**src/rtl/atm_pkg.sv**
```systemverilog
// Shared types and constants for the single-account ATM controller.
package atm_pkg;

    typedef enum logic [2:0] {
        IDLE   = 3'd0,
        LANG   = 3'd1,
        PINCHK = 3'd2,
        MENU   = 3'd3,
        WDRAW  = 3'd4,
        DEP    = 3'd5,
        BAL    = 3'd6,
        EXIT   = 3'd7
    } state_t;

    localparam logic [1:0] OP_WDRAW = 2'd0;
    localparam logic [1:0] OP_DEP   = 2'd1;
    localparam logic [1:0] OP_BAL   = 2'd2;
    localparam logic [1:0] OP_EXIT  = 2'd3;

    // Balance plus deposit, clamped at 255 so the account never wraps.
    function automatic logic [7:0] sat_add8(input logic [7:0] bal, input logic [4:0] amt);
        logic [8:0] sum;
        sum = {1'b0, bal} + {4'b0000, amt};
        return sum[8] ? 8'hFF : sum[7:0];
    endfunction

endpackage

```
**src/rtl/main_module.sv**
```systemverilog
// Single-account ATM controller: card -> language -> PIN -> operation menu.
// The balance register survives sessions; only rst reloads it.
//
//  state  | meaning
//  IDLE   | waiting for a card
//  LANG   | waiting for language choice
//  PINCHK | comparing entered PIN, counting wrong attempts
//  MENU   | dispatching on Operation
//  WDRAW  | withdraw pending until amount fits or goMain
//  DEP    | adding deposit (saturating)
//  BAL    | reporting balance on FinalBalance
//  EXIT   | reporting balance, then back to IDLE
module main_module
    import atm_pkg::*;
#(
    parameter logic [7:0] INIT_BALANCE  = 8'd100,
    parameter logic [3:0] PIN_CODE      = 4'b1101,
    parameter int         MAX_PIN_TRIES = 3
) (
    input  logic       clk,
    input  logic       rst,
    input  logic       IC,
    input  logic       LC,
    input  logic       Ex,
    input  logic [3:0] Pin,
    input  logic [1:0] Operation,
    input  logic [5:0] WithDraw_Amount,
    input  logic [4:0] Deposit_Amount,
    input  logic       goMain,
    output logic [7:0] FinalBalance,
    output logic [7:0] CB
);

    localparam int TRIES_W = $clog2(MAX_PIN_TRIES + 1);
    localparam logic [TRIES_W-1:0] TRIES_MAX = TRIES_W'(MAX_PIN_TRIES);

    state_t             state_q, state_d;
    logic [7:0]         balance_q, balance_d;
    logic [7:0]         final_q, final_d;
    logic [TRIES_W-1:0] tries_q, tries_d;

    logic [7:0]         wd_amt;
    logic [TRIES_W-1:0] tries_inc;

    assign wd_amt    = {2'b00, WithDraw_Amount};
    assign tries_inc = tries_q + 1'b1;

    // Registered state, balance, report and PIN-attempt counter with sync reset.
    always_ff @(posedge clk) begin
        if (rst) begin
            state_q   <= IDLE;
            balance_q <= INIT_BALANCE;
            final_q   <= 8'd0;
            tries_q   <= '0;
        end else begin
            state_q   <= state_d;
            balance_q <= balance_d;
            final_q   <= final_d;
            tries_q   <= tries_d;
        end
    end

    // Next-state and datapath updates; Ex overrides every state.
    always_comb begin
        state_d   = state_q;
        balance_d = balance_q;
        final_d   = final_q;
        tries_d   = tries_q;
        if (Ex) begin
            state_d = IDLE;
            tries_d = '0;
        end else begin
            unique case (state_q)
                IDLE:   if (IC) state_d = LANG;
                LANG:   if (LC) state_d = PINCHK;
                PINCHK: begin
                    if (Pin == PIN_CODE) begin
                        state_d = MENU;
                        tries_d = '0;
                    end else if (tries_inc >= TRIES_MAX) begin
                        state_d = IDLE;
                        tries_d = '0;
                    end else begin
                        tries_d = tries_inc;
                    end
                end
                MENU: begin
                    unique case (Operation)
                        OP_WDRAW: state_d = WDRAW;
                        OP_DEP:   state_d = DEP;
                        OP_BAL:   state_d = BAL;
                        OP_EXIT:  state_d = EXIT;
                    endcase
                end
                WDRAW: begin
                    if (goMain) begin
                        state_d = MENU;
                    end else if (wd_amt <= balance_q) begin
                        balance_d = balance_q - wd_amt;
                        final_d   = balance_q - wd_amt;
                        state_d   = MENU;
                    end
                end
                DEP: begin
                    balance_d = sat_add8(balance_q, Deposit_Amount);
                    final_d   = sat_add8(balance_q, Deposit_Amount);
                    state_d   = MENU;
                end
                BAL: begin
                    final_d = balance_q;
                    state_d = MENU;
                end
                EXIT: begin
                    final_d = balance_q;
                    state_d = IDLE;
                end
            endcase
        end
    end

    assign FinalBalance = final_q;
    assign CB           = balance_q;

endmodule

```
**config.mk**
```make
export PLATFORM = sky130hd
export DESIGN_NAME = main_module
export DESIGN_NICKNAME = d
export VERILOG_FILES = /design/src/rtl/atm_pkg.sv /design/src/rtl/main_module.sv
export SDC_FILE = /design/constraint.sdc
export NUM_CORES = 1
export LEC_CHECK = 0
export CORE_MARGIN = 2
export CORE_UTILIZATION = 35
export DETAILED_ROUTE_END_ITERATION = 8
export HOLD_SLACK_MARGIN = 0.08
export SLEW_MARGIN = 5
export SYNTH_ARGS = -nofsm -noshare
export SYNTH_HDL_FRONTEND = slang
export SYNTH_SLANG_ARGS = --single-unit
```
**constraint.sdc**
```tcl
create_clock -name clk -period 2.5 [get_ports clk]
set_input_delay 0.25 -clock clk [delete_from_list [all_inputs] [get_ports clk]]
set_output_delay 0.25 -clock clk [all_outputs]
set_load 0.05 [all_outputs]
```
==> results.md <==
- The flow ran to the end, and the final reports show no timing, DRC or antenna violations.
- The endpoint kind of the worst setup timing path is a register.
- The post-synthesis async set-or-reset flop share is 0%.
- The launching element type of the critical path is a register.
- The area growth from synthesis to final layout is 35.6%.
- Static timing analysis puts the maximum clock frequency at 0.427 GHz.
- Using the TritonRoute via totals, the vias-per-cell ratio works out to 5.38.
- The total of fill cells in the finished design is 540.
- Across the routed clock network, the largest skew measured is 0.00651 ns.
- The hold-fix buffer count after cts is 0.
- The top fanout value on the critical path is 7.
- The synthesis-stage register bit count is 21.
- The average instance in the mapped netlist occupies 8.39 um2.
- Ranked by total cell area, the synthesized netlist is headed by dfxtp_1 (23%), ha_1 (7.5%), nor2_1 (4.9%).
- The most frequent standard cell in the layout excluding fill and tap cells is clkdlybuf4s50_1.
- The worst IR drop on VDD is between 0.00015 and 0.0002 V.
- Counting flops with a built-in enable in the synthesized netlist gives 0.
- The die covers 0.00587 mm2.
- Leaving out fill and tap cells, the most frequent cells in the layout are clkdlybuf4s50_1 (38), buf_4 (26), nor2_1 (24), dfxtp_1 (19), a21oi_1 (17).
- Setup repair after global routing left no endpoint under its margin.
- The static leakage power is approximately 1 nW.
- The worst hold path belongs to the class register to register.
- The initial antenna violation count is 0.
- The main flop type after synthesis is dfxtp_1.
- The count of unique library cells instantiated by Yosys is 58.
- For the pin with the worst max-slew slack, the measured transition is 0.551 ns.
- Of the cells placed in the final design, the portion with a size suffix greater than 1 is 18.5%.
- Data on the critical path is required at its endpoint by between 2 and 3 ns.
- In this run the deepest clock path goes through 2 buffers.
- The clock-pin slew of the registers on the worst-case setup and hold paths is approximately 0.08 ns.
- The number of global-route vias before repair is 1,716.
- Clock tree synthesis found a total of 21 sinks.
- On the critical path, the stage with the largest delay is an instance of fa_1.
- The via total after detailed routing is approximately 1,900.
- The initial utilization of the core area, before any placement, comes to around 36%.
- After layout, the minimum clock period comes to 2.34 ns.
- The total setup violations reported at the end of the flow is 0.
- The first global-routing pass estimated 8.40 mm of wire.
- TritonCTS built the clock tree.
- Walking the worst path, the cells encountered are inv_1 -> ha_1 -> fa_1 -> nor2b_4 -> o31ai_4 -> a31oi_4 -> o2111ai_4 -> buf_4 -> a211o_1.
- 39 I/O pins were placed.
- The biggest area contributor in the post-synthesis netlist is dfxtp_1.
- Headroom to the max-slew limit came out at 63.2%.
- The final critical path takes up 93.7% of the cycle.
- Dividing total power by cell area gives a power density of 300 mW/mm2.
- The max-slew violation total from the final report is 0.
- The kind of critical path is register to register.
- Summed over all layers, the global routing overflow is 0.
- The net count reported at finish is 313.
- In this run the vertical extent of the chip is 76.6 um.
- At the end of routability-driven placement, the weighted congestion stood at 0.857.
- The number of nets with antenna violations after routing is 0.
- The tool flagged a number of max-cap violations equal to 0.
- The synthesized net count is around 260.
- The root buffer selected by CTS is clkbuf_8.
- The data arrival time of the critical path is 2.51 ns.
- For this run, the slowest stage of the critical path takes 0.43 ns.
- Across every metal layer, demand over resource in global routing totals 17.8%.
- At the end of the flow the core is filled with cells to between 40% and 50%.
- The detailed-router iteration count before antenna repair is 4.
- 0 antenna diodes ended up in the layout.
- The hold violation total from the final report is 0.
- Of the synthesized area, sequential elements account for 22.8%.
- Dividing the detail-routed wire length by the instance count gives 14.8 um.
- The number of warning messages in the yosys log is 0.
- The standard cell core area is 0.00511 mm2.
- The count of buffers added on input and output ports is 38.
- The top cell type by area accounts for around 23% of the synthesized area.
- The post-DP HPWL is 4.03 mm.
- The number of buffers created by CTS is 3.
- Synthesis produced a netlist whose cell count is 220.
- CTS built an H-tree with a depth of 1.
- The maximum number of pins on one net before global-route repair is 16.
- The residual DRC count is 0.
- The initialized floorplan defines 26 standard-cell rows.
- In this run the horizontal extent of the chip is ~77 um.
- For this block, the initial DRC count from the detailed router was 107.
- The power consumption is between 0.7 and 0.8 mW.
- The aggregate routed wire length is approximately 5 mm.
- For the worst-skew pair, the clock arrives at the later sink with an insertion delay of 0.27 ns.
- The total standard cell area after synthesis is 0.00185 mm2.
synth_stat cells, types with 2 or more instances:
cell and count:
o21a_1 2, and3_1 3, a211o_1 3, or2_2 2, mux2i_1 7, o22a_1 2
nor2_1 24, buf_2 6, inv_1 11, nor3_1 9, o21ai_0 6, nand3_1 5
o221ai_1 3, clkbuf_1 4, a21oi_1 17, a31oi_1 3, nor2b_1 6, o32a_1 2
a221oi_1 2, xnor2_1 2, nand2_1 14, nand2b_1 4, a22oi_1 2, ha_1 11
dfxtp_1 21, and4b_1 2, fa_1 2, a211oi_1 9, xor2_1 5, a21o_1 3
metrics by stage:
stage	std cells	TNS [ns]	setup slack [ns]	hold WS, ns	cell area [um2]
2_1_floorplan	220	0	0.0556	0.328	1850
3_3_place_gp	342	-0.802	-0.0792	0.484	2450
3_5_place_dp	342	-1.10	-0.114	0.481	2450
4_1_cts	346	0	0.142	0.497	2500
5_1_grt	346	0	0.0270	0.520	2500
6_report	346	0	0.157	0.498	2500
cell type report:
type	count	area, um2	area share (%)
clock buffer	3	41.3	1.65
timing repair buffer	64	576	23.0
tap	70	87.6	3.50
inverter	11	41.3	1.65
sequential	21	423	16.9
clock inverter	1	5.00	0.200
multi-input combinational	176	1330	53.1
layer usage:
metal | up-vias | global-route usage, % | share of wire, %
met1 | 866 | 26.3 | 49
met5 | - | 0 | 0
met2 | 57 | 27.0 | 44
met4 | 0 | 6.55 | 1.5
met3 | 6 | 1.30 | 5.1
li1 | 931 | - | -
cells by family (layout without fill, tap and decap cells):
kind of cell | after synthesis | in the layout | synth area share (%)
adders and majority gates | 13 | 13 | 9.62
AOI/OAI and AO/OA | 71 | 71 | 32.7
xor gates and xnor gates | 7 | 7 | 3.32
DFF | 21 | 21 | 22.8
muxes | 9 | 9 | 5.01
buffers and inverters | 23 | 79 | 5.49
and+or+nand+nor | 76 | 76 | 21.1
worst max-delay path: cells and delay by family, from the launching register on:
kind                     cells  cell delay (ns)
AO/OA/AOI/OAI                4             0.78
adder cells (fa/ha/maj)      2             0.63
flip-flops                   1             0.38
buffers and inverters        2             0.29
AND/OR/NAND/NOR              1             0.16
final timing paths:
path                                       from         endpoint  slack, ns  cells after the start
worst min register to register  FinalBalance[3]  FinalBalance[3]       0.50                      2
worst min-delay path            FinalBalance[3]  FinalBalance[3]       0.50                      2
worst max-delay path                      CB[0]            CB[2]       0.16                      9
worst max register to register            CB[0]            CB[2]       0.16                      9
flip-flops by register name, summed over array words and instances (netlist names):
| register | cells |
|---|---|
| CB | 8 |
| FinalBalance | 8 |
| state_q | 3 |
| tries_q | 2 |
report_power, final:
group | switching [mW] | total [mW] | internal, mW
clock | 0.124 | 0.235 | 0.112
combinational | 0.0832 | 0.178 | 0.0948
sequential | 0.00330 | 0.339 | 0.336
timing repair:
action / 4_1_cts / 5_1_grt
gates resized for setup: 0 / 2
setup endpoints to repair: 0 / 3
setup buffers: 0 / 0
(Power assumes the default switching activity.)
